===== src/rtl/pong_gfx_pkg.sv =====
// pong_gfx_pkg: shared screen geometry, pixel types and sink FSM states
package pong_gfx_pkg;
  localparam logic [8:0] SCREEN_W = 9'd320;
  localparam logic [7:0] SCREEN_H = 8'd240;
  localparam int ADDR_W = 17;
  typedef logic [2:0] colour_t;
  typedef struct packed {
    logic [8:0] x;
    logic [7:0] y;
    colour_t colour;
  } pixel_t;
  typedef enum logic {IDLE, WRITE} sink_state_t;
  // y*320 + x using shifts; the widest raw result still fits in ADDR_W bits
  function automatic logic [ADDR_W-1:0] pixel_addr(logic [8:0] x, logic [7:0] y);
    return ({9'b0, y} << 8) + ({9'b0, y} << 6) + {8'b0, x};
  endfunction
endpackage


===== src/rtl/sync_fifo.sv =====
// sync_fifo: single-clock FIFO with occupancy level; push into full and pop from empty are ignored
module sync_fifo #(
  parameter int DEPTH = 8,
  parameter int WIDTH = 20
) (
  input  logic                     clk,
  input  logic                     resetn,
  input  logic                     push,
  input  logic                     pop,
  input  logic [WIDTH-1:0]         din,
  output logic [WIDTH-1:0]         dout,
  output logic [$clog2(DEPTH):0]   level,
  output logic                     full,
  output logic                     empty
);
  localparam int AW = $clog2(DEPTH);
  logic [WIDTH-1:0] mem_q [DEPTH];
  logic [AW-1:0] wr_q, rd_q;
  logic [AW:0] level_q;
  logic do_push, do_pop;
  assign full = level_q == (AW+1)'(DEPTH);
  assign empty = level_q == '0;
  assign do_push = push && !full;
  assign do_pop = pop && !empty;
  assign level = level_q;
  assign dout = mem_q[rd_q];
  // pointers and occupancy; power-of-two depth lets the pointers wrap naturally
  always_ff @(posedge clk or negedge resetn) begin
    if (!resetn) begin
      wr_q <= '0;
      rd_q <= '0;
      level_q <= '0;
    end else begin
      wr_q <= wr_q + AW'(do_push);
      rd_q <= rd_q + AW'(do_pop);
      level_q <= level_q + (AW+1)'(do_push) - (AW+1)'(do_pop);
    end
  end
  // storage needs no reset: empty pointers make stale contents unreachable
  always_ff @(posedge clk) begin
    if (do_push) mem_q[wr_q] <= din;
  end
endmodule


===== src/rtl/pixel_write_sink.sv =====
// pixel_write_sink: buffers plotted pixels and issues framebuffer writes; optional CLIP_EN drops and counts off-screen pixels
module pixel_write_sink
  import pong_gfx_pkg::*;
#(
  parameter int FIFO_DEPTH = 8
) (
  input  logic                          clk,
  input  logic                          resetn,
  input  logic                          plot,
  input  logic [8:0]                    x,
  input  logic [7:0]                    y,
  input  logic [2:0]                    colour,
  output logic                          ready,
  output logic                          mem_we,
  output logic [ADDR_W-1:0]             mem_addr,
  output logic [2:0]                    mem_data,
  input  logic                          mem_busy,
  output logic [$clog2(FIFO_DEPTH):0]   fifo_level,
  output logic                          overflow,
  output logic [15:0]                   clip_count,
  input  logic                          clear
);
  sink_state_t state_q, state_d;
  pixel_t in_px, head_px;
  logic [ADDR_W-1:0] addr_q, addr_d;
  colour_t data_q, data_d;
  logic full, empty, clip, push, pop, drop, issue, ovf_q;
  assign in_px = '{x: x, y: y, colour: colour};
  assign push = plot && !clip && !full;
  assign drop = plot && !clip && full;
  assign ready = !full;
  assign mem_we = state_q == WRITE;
  assign mem_addr = addr_q;
  assign mem_data = data_q;
  assign overflow = ovf_q;

  sync_fifo #(.DEPTH(FIFO_DEPTH), .WIDTH($bits(pixel_t))) u_fifo (
    .clk(clk), .resetn(resetn), .push(push), .pop(pop), .din(in_px),
    .dout(head_px), .level(fifo_level), .full(full), .empty(empty)
  );

`ifdef CLIP_EN
  logic [15:0] clip_q;
  assign clip = plot && (x >= SCREEN_W || y >= SCREEN_H);
  assign clip_count = clip_q;
  // saturating clip counter; a clip in the same cycle as clear restarts at 1
  always_ff @(posedge clk or negedge resetn) begin
    if (!resetn) clip_q <= '0;
    else if (clip) clip_q <= clear ? 16'd1 : (clip_q == 16'hFFFF ? clip_q : clip_q + 16'd1);
    else if (clear) clip_q <= '0;
  end
`else
  assign clip = 1'b0;
  assign clip_count = '0;
`endif

  // output FSM: IDLE always loads a waiting pixel; WRITE advances only once the port is free
  always_comb begin
    issue = state_q == IDLE || !mem_busy;
    pop = issue && !empty;
    state_d = issue ? (empty ? IDLE : WRITE) : state_q;
    addr_d = pop ? pixel_addr(head_px.x, head_px.y) : addr_q;
    data_d = pop ? head_px.colour : data_q;
  end

  // state, held write address/colour and sticky overflow (a drop beats clear)
  always_ff @(posedge clk or negedge resetn) begin
    if (!resetn) begin
      state_q <= IDLE;
      addr_q <= '0;
      data_q <= '0;
      ovf_q <= 1'b0;
    end else begin
      state_q <= state_d;
      addr_q <= addr_d;
      data_q <= data_d;
      ovf_q <= drop ? 1'b1 : (clear ? 1'b0 : ovf_q);
    end
  end
endmodule


===== config.mk =====
export PLATFORM = sky130hd
export DESIGN_NAME = pixel_write_sink
export DESIGN_NICKNAME = d
export VERILOG_FILES = /design/src/rtl/pong_gfx_pkg.sv /design/src/rtl/sync_fifo.sv /design/src/rtl/pixel_write_sink.sv
export SDC_FILE = /design/constraint.sdc
export NUM_CORES = 1
export LEC_CHECK = 0
export ABC_AREA = 1
export BUFFER_PORTS_ARGS = -buffer_cell sky130_fd_sc_hd__buf_2
export CAP_MARGIN = 0
export CORE_MARGIN = 2
export CORE_UTILIZATION = 54
export CTS_CLUSTER_SIZE = 20
export DETAILED_ROUTE_END_ITERATION = 12
export PLACE_DENSITY = 0.76
export SLEW_MARGIN = 30
export SYNTH_ARGS = -nofsm -noshare
export SYNTH_HDL_FRONTEND = slang
export SYNTH_SLANG_ARGS = --single-unit

===== constraint.sdc =====
create_clock -name clk -period 2.68 [get_ports clk]
set_input_delay 0.268 -clock clk [delete_from_list [all_inputs] [get_ports clk]]
set_output_delay 0.268 -clock clk [all_outputs]
set_load 0.05 [all_outputs]

==> flow_metrics.env <==
export IMPL_r2r_end="mem_addr[13]"
export IMPL_synth_common_cells="160 x edfxtp_1, 111 x nand2_1, 108 x nor2_1"
export IMPL_track_usage_pct=22.5
export IMPL_path_cells="buf_6, inv_6, nor2_2, o22ai_1, inv_1, o21ai_2, inv_2, fa_1, inv_2, fa_2, buf_4, nand4_1, nand3_1, nand2_1, nand3_1, nand2_1"
export IMPL_layout_setup_ws_ns=-0.179
export IMPL_path_class="flop to flop"
export IMPL_vias_per_cell=5.59
export IMPL_dp_slack_ns=-0.117
export IMPL_layout_nets=841
export IMPL_timing_fmax_mhz=350
export IMPL_drv_cap=0
export IMPL_synth_area_leaders="edfxtp_1 58%, dfrtp_1 9.7%, nand2_1 5.0%"
export IMPL_r2r_slack_ns=-0.18
export IMPL_grt_pass1_vias=5335
export IMPL_cp_max_fo=5
export IMPL_worst_pin_slew_ns=0.753
export IMPL_grt_max_degree=37
export IMPL_clkTransAtPathRegs_ns=0.07
export IMPL_synth_top_area_share_pct=58.1
export IMPL_violations="setup timing"
export IMPL_floorplan_initialDensity_pct=54.8
export IMPL_slew_headroom_pct=49.8
export IMPL_rows=45
export IMPL_ys_ff_latch=192
export IMPL_clockBufferDepth=2
export IMPL_rr_startpoint="u_fifo.rd_q[0]"
export IMPL_antenna_found_initial=2
export IMPL_endpoint_kind="flop"
export IMPL_synthFlopType="edfxtp_1"
export IMPL_htree_num_levels=4
export IMPL_cts_buffers=17
export IMPL_die_area_sq_um=16300
export IMPL_grt_pass1_wl_mm=27.3
export IMPL_grt_overflow=0
export IMPL_grt_setup_unrepaired="true"
export IMPL_gp_congestion=0.914
export IMPL_critPathLaunchType="flop"
export IMPL_cp_slowest_cell="fa_1"
export IMPL_syn_cell_area_sq_um=8270
export IMPL_skew_ns=0.0104
export IMPL_die_y_um=128
export IMPL_hpwl_mm=10.8
export IMPL_holdPathStages=2
export IMPL_post_route_cell_area_sq_um=9670
export IMPL_ys_types=32
export IMPL_vias=5534
export IMPL_cp_data_required_time_ns=3.06
export IMPL_drive_gt1_share_pct=23.2
export IMPL_postSynthAreaPerCell_sq_um=11.8
export IMPL_holdPathEnd="overflow"
export IMPL_cts_root_buf="clkbuf_16"
export IMPL_synth_largest_area_cell="edfxtp_1"
export IMPL_synthMostInstantiatedCell="edfxtp_1"
export IMPL_synth_edff_count=160
export IMPL_hold_viol=0
export IMPL_wirelength_mm=18.3
export IMPL_async_reset_ff_share_pct=16.7
export IMPL_drtIter0Drc=672
export IMPL_cts_tree="built"
export IMPL_drcViolationCount=0
export IMPL_place_area_sq_um=8850
export IMPL_period_needed_ns=2.86
export IMPL_cts_sinks=192
export IMPL_hold_start="clear"
export IMPL_arrival_ns=3.24
export IMPL_routedWlPerCell_um=18.5
export IMPL_drt_pre_antenna_iters=5
export IMPL_final_period_utilization_pct=107
export IMPL_cpPeakStageDelay_ns=0.56
export IMPL_finalSetupViolCount=7
export IMPL_status="complete, but fails checks"
export IMPL_clock_latency_ns=0.44
export IMPL_core_area_sq_um=15100
export IMPL_r2r_cells=16
export IMPL_area_delta_synth_final_pct=17.0
export IMPL_ys_seq_area_share_pct=67.8
export IMPL_netlist_instances=700
export IMPL_portBuffers=51
export IMPL_ios=68
export IMPL_yosys_warnings=0
export IMPL_hold_path_class="input port to flop"
export IMPL_finalMaxSlewViolations=0
export IMPL_die_w_um=128
export IMPL_holdWs_ns=0.0181
export IMPL_drtAntennaViolNets=0
==> cell families (layout without fill, tap and decap cells) <==
kind of cell,Yosys count,in the layout,synth area share (%)
AOI/OAI and AO/OA,127,127,8.69
xor gates and xnor gates,7,7,0.742
adders and majority gates,28,28,4.51
buffers and inverters,92,178,5.95
DFF,192,192,67.8
other,1,17,0.0454
and+or+nand+nor,253,253,12.3
==> placed cells by master, fill, tap and decap left out, types with 4 or more instances in the layout <==
| master | count |
|---|---|
| buf_2 | 51 |
| buf_4 | 43 |
| buf_6 | 4 |
| clkbuf_16 | 17 |
| conb_1 | 16 |
| dfrtp_1 | 30 |
| edfxtp_1 | 160 |
| ha_1 | 15 |
| ha_4 | 9 |
| inv_1 | 37 |
| inv_2 | 6 |
| nand2_1 | 102 |
| nand2_2 | 10 |
| nand3_1 | 18 |
| nand3_2 | 8 |
| nor2_1 | 97 |
| nor2_2 | 11 |
| o211ai_1 | 18 |
| o21ai_0 | 61 |
| o21ai_1 | 19 |
| o21ai_2 | 4 |
| o22ai_1 | 19 |
| xnor2_1 | 5 |
==> registers in the layout, indices dropped and copies added (netlist names) <==
register      count
u_fifo.level      4
mem_addr         17
u_fifo.wr_q       3
mem_we            1
u_fifo.mem_q    160
u_fifo.rd_q       3
mem_data          3
overflow          1
==> per-layer routing <==
metal	routed length, um	vias up	share of wire (%)	track usage [%]
met1	7610	2702	42	29.0
met4	590	0	3.2	11.2
met3	1140	46	6.2	5.51
li1	-	2577	-	-
met2	8950	209	49	36.1
met5	0	-	0	0
==> final cells by class <==
class	instances	area, sq um
Sequential cell	192	5610
Fill cell	1068	5420
Multi-Input combinational cell	431	2450
Timing Repair Buffer	101	673
Clock buffer	19	433
Tap cell	188	235
Inverter	44	170
Clock inverter	13	91.3
Timing Repair inverter	1	8.76
Antenna cell	1	2.50
==> worst max-delay path, delay by kind of cell (launching register included) <==
family	cells	cell delay (ns)
AO/OA/AOI/OAI	2	0.36
adder cells (fa/ha/maj)	2	0.97
buffers and inverters	6	0.59
flip-flops	1	0.48
AND/OR/NAND/NOR	6	0.41
==> how the worst max path moves through the flow <==
stage,start,to,slack (ns),cells after the start
after global placement,u_fifo.rd_q[0],mem_addr[15],-0.01,15
after floorplan,u_fifo.level[2],u_fifo.mem_q[0][0],-0.09,5
after global routing,u_fifo.rd_q[0],mem_addr[13],-0.25,16
final,u_fifo.rd_q[0],mem_addr[13],-0.18,16
after detailed placement,u_fifo.rd_q[0],mem_addr[15],-0.12,15
after CTS,u_fifo.rd_q[0],mem_addr[15],-0.007,16
==> metrics by stage <==
stage	TNS [ns]	utilization (%)	cells
after global routing	-1.23	64.1	989
after global placement	-0.0128	58.7	948
after detailed placement	-0.321	58.7	948
after floorplan	-14.46	-	715
after CTS	-0.00652	62.9	988
final	-0.639	64.1	990
==> repair_timing <==
action / in CTS / in global routing
pin swaps: 4 / 19
hold buffers: 1 / 0
buffers inserted: 6 / 2
endpoints found under the hold margin: 32 / 0
setup endpoints to repair: 8 / 8
gates cloned: 1 / 0
gates resized for setup: 14 / 36
Power is not shown: default switching activity piles up to over one toggle a cycle in this logic, so the estimate is an artifact.
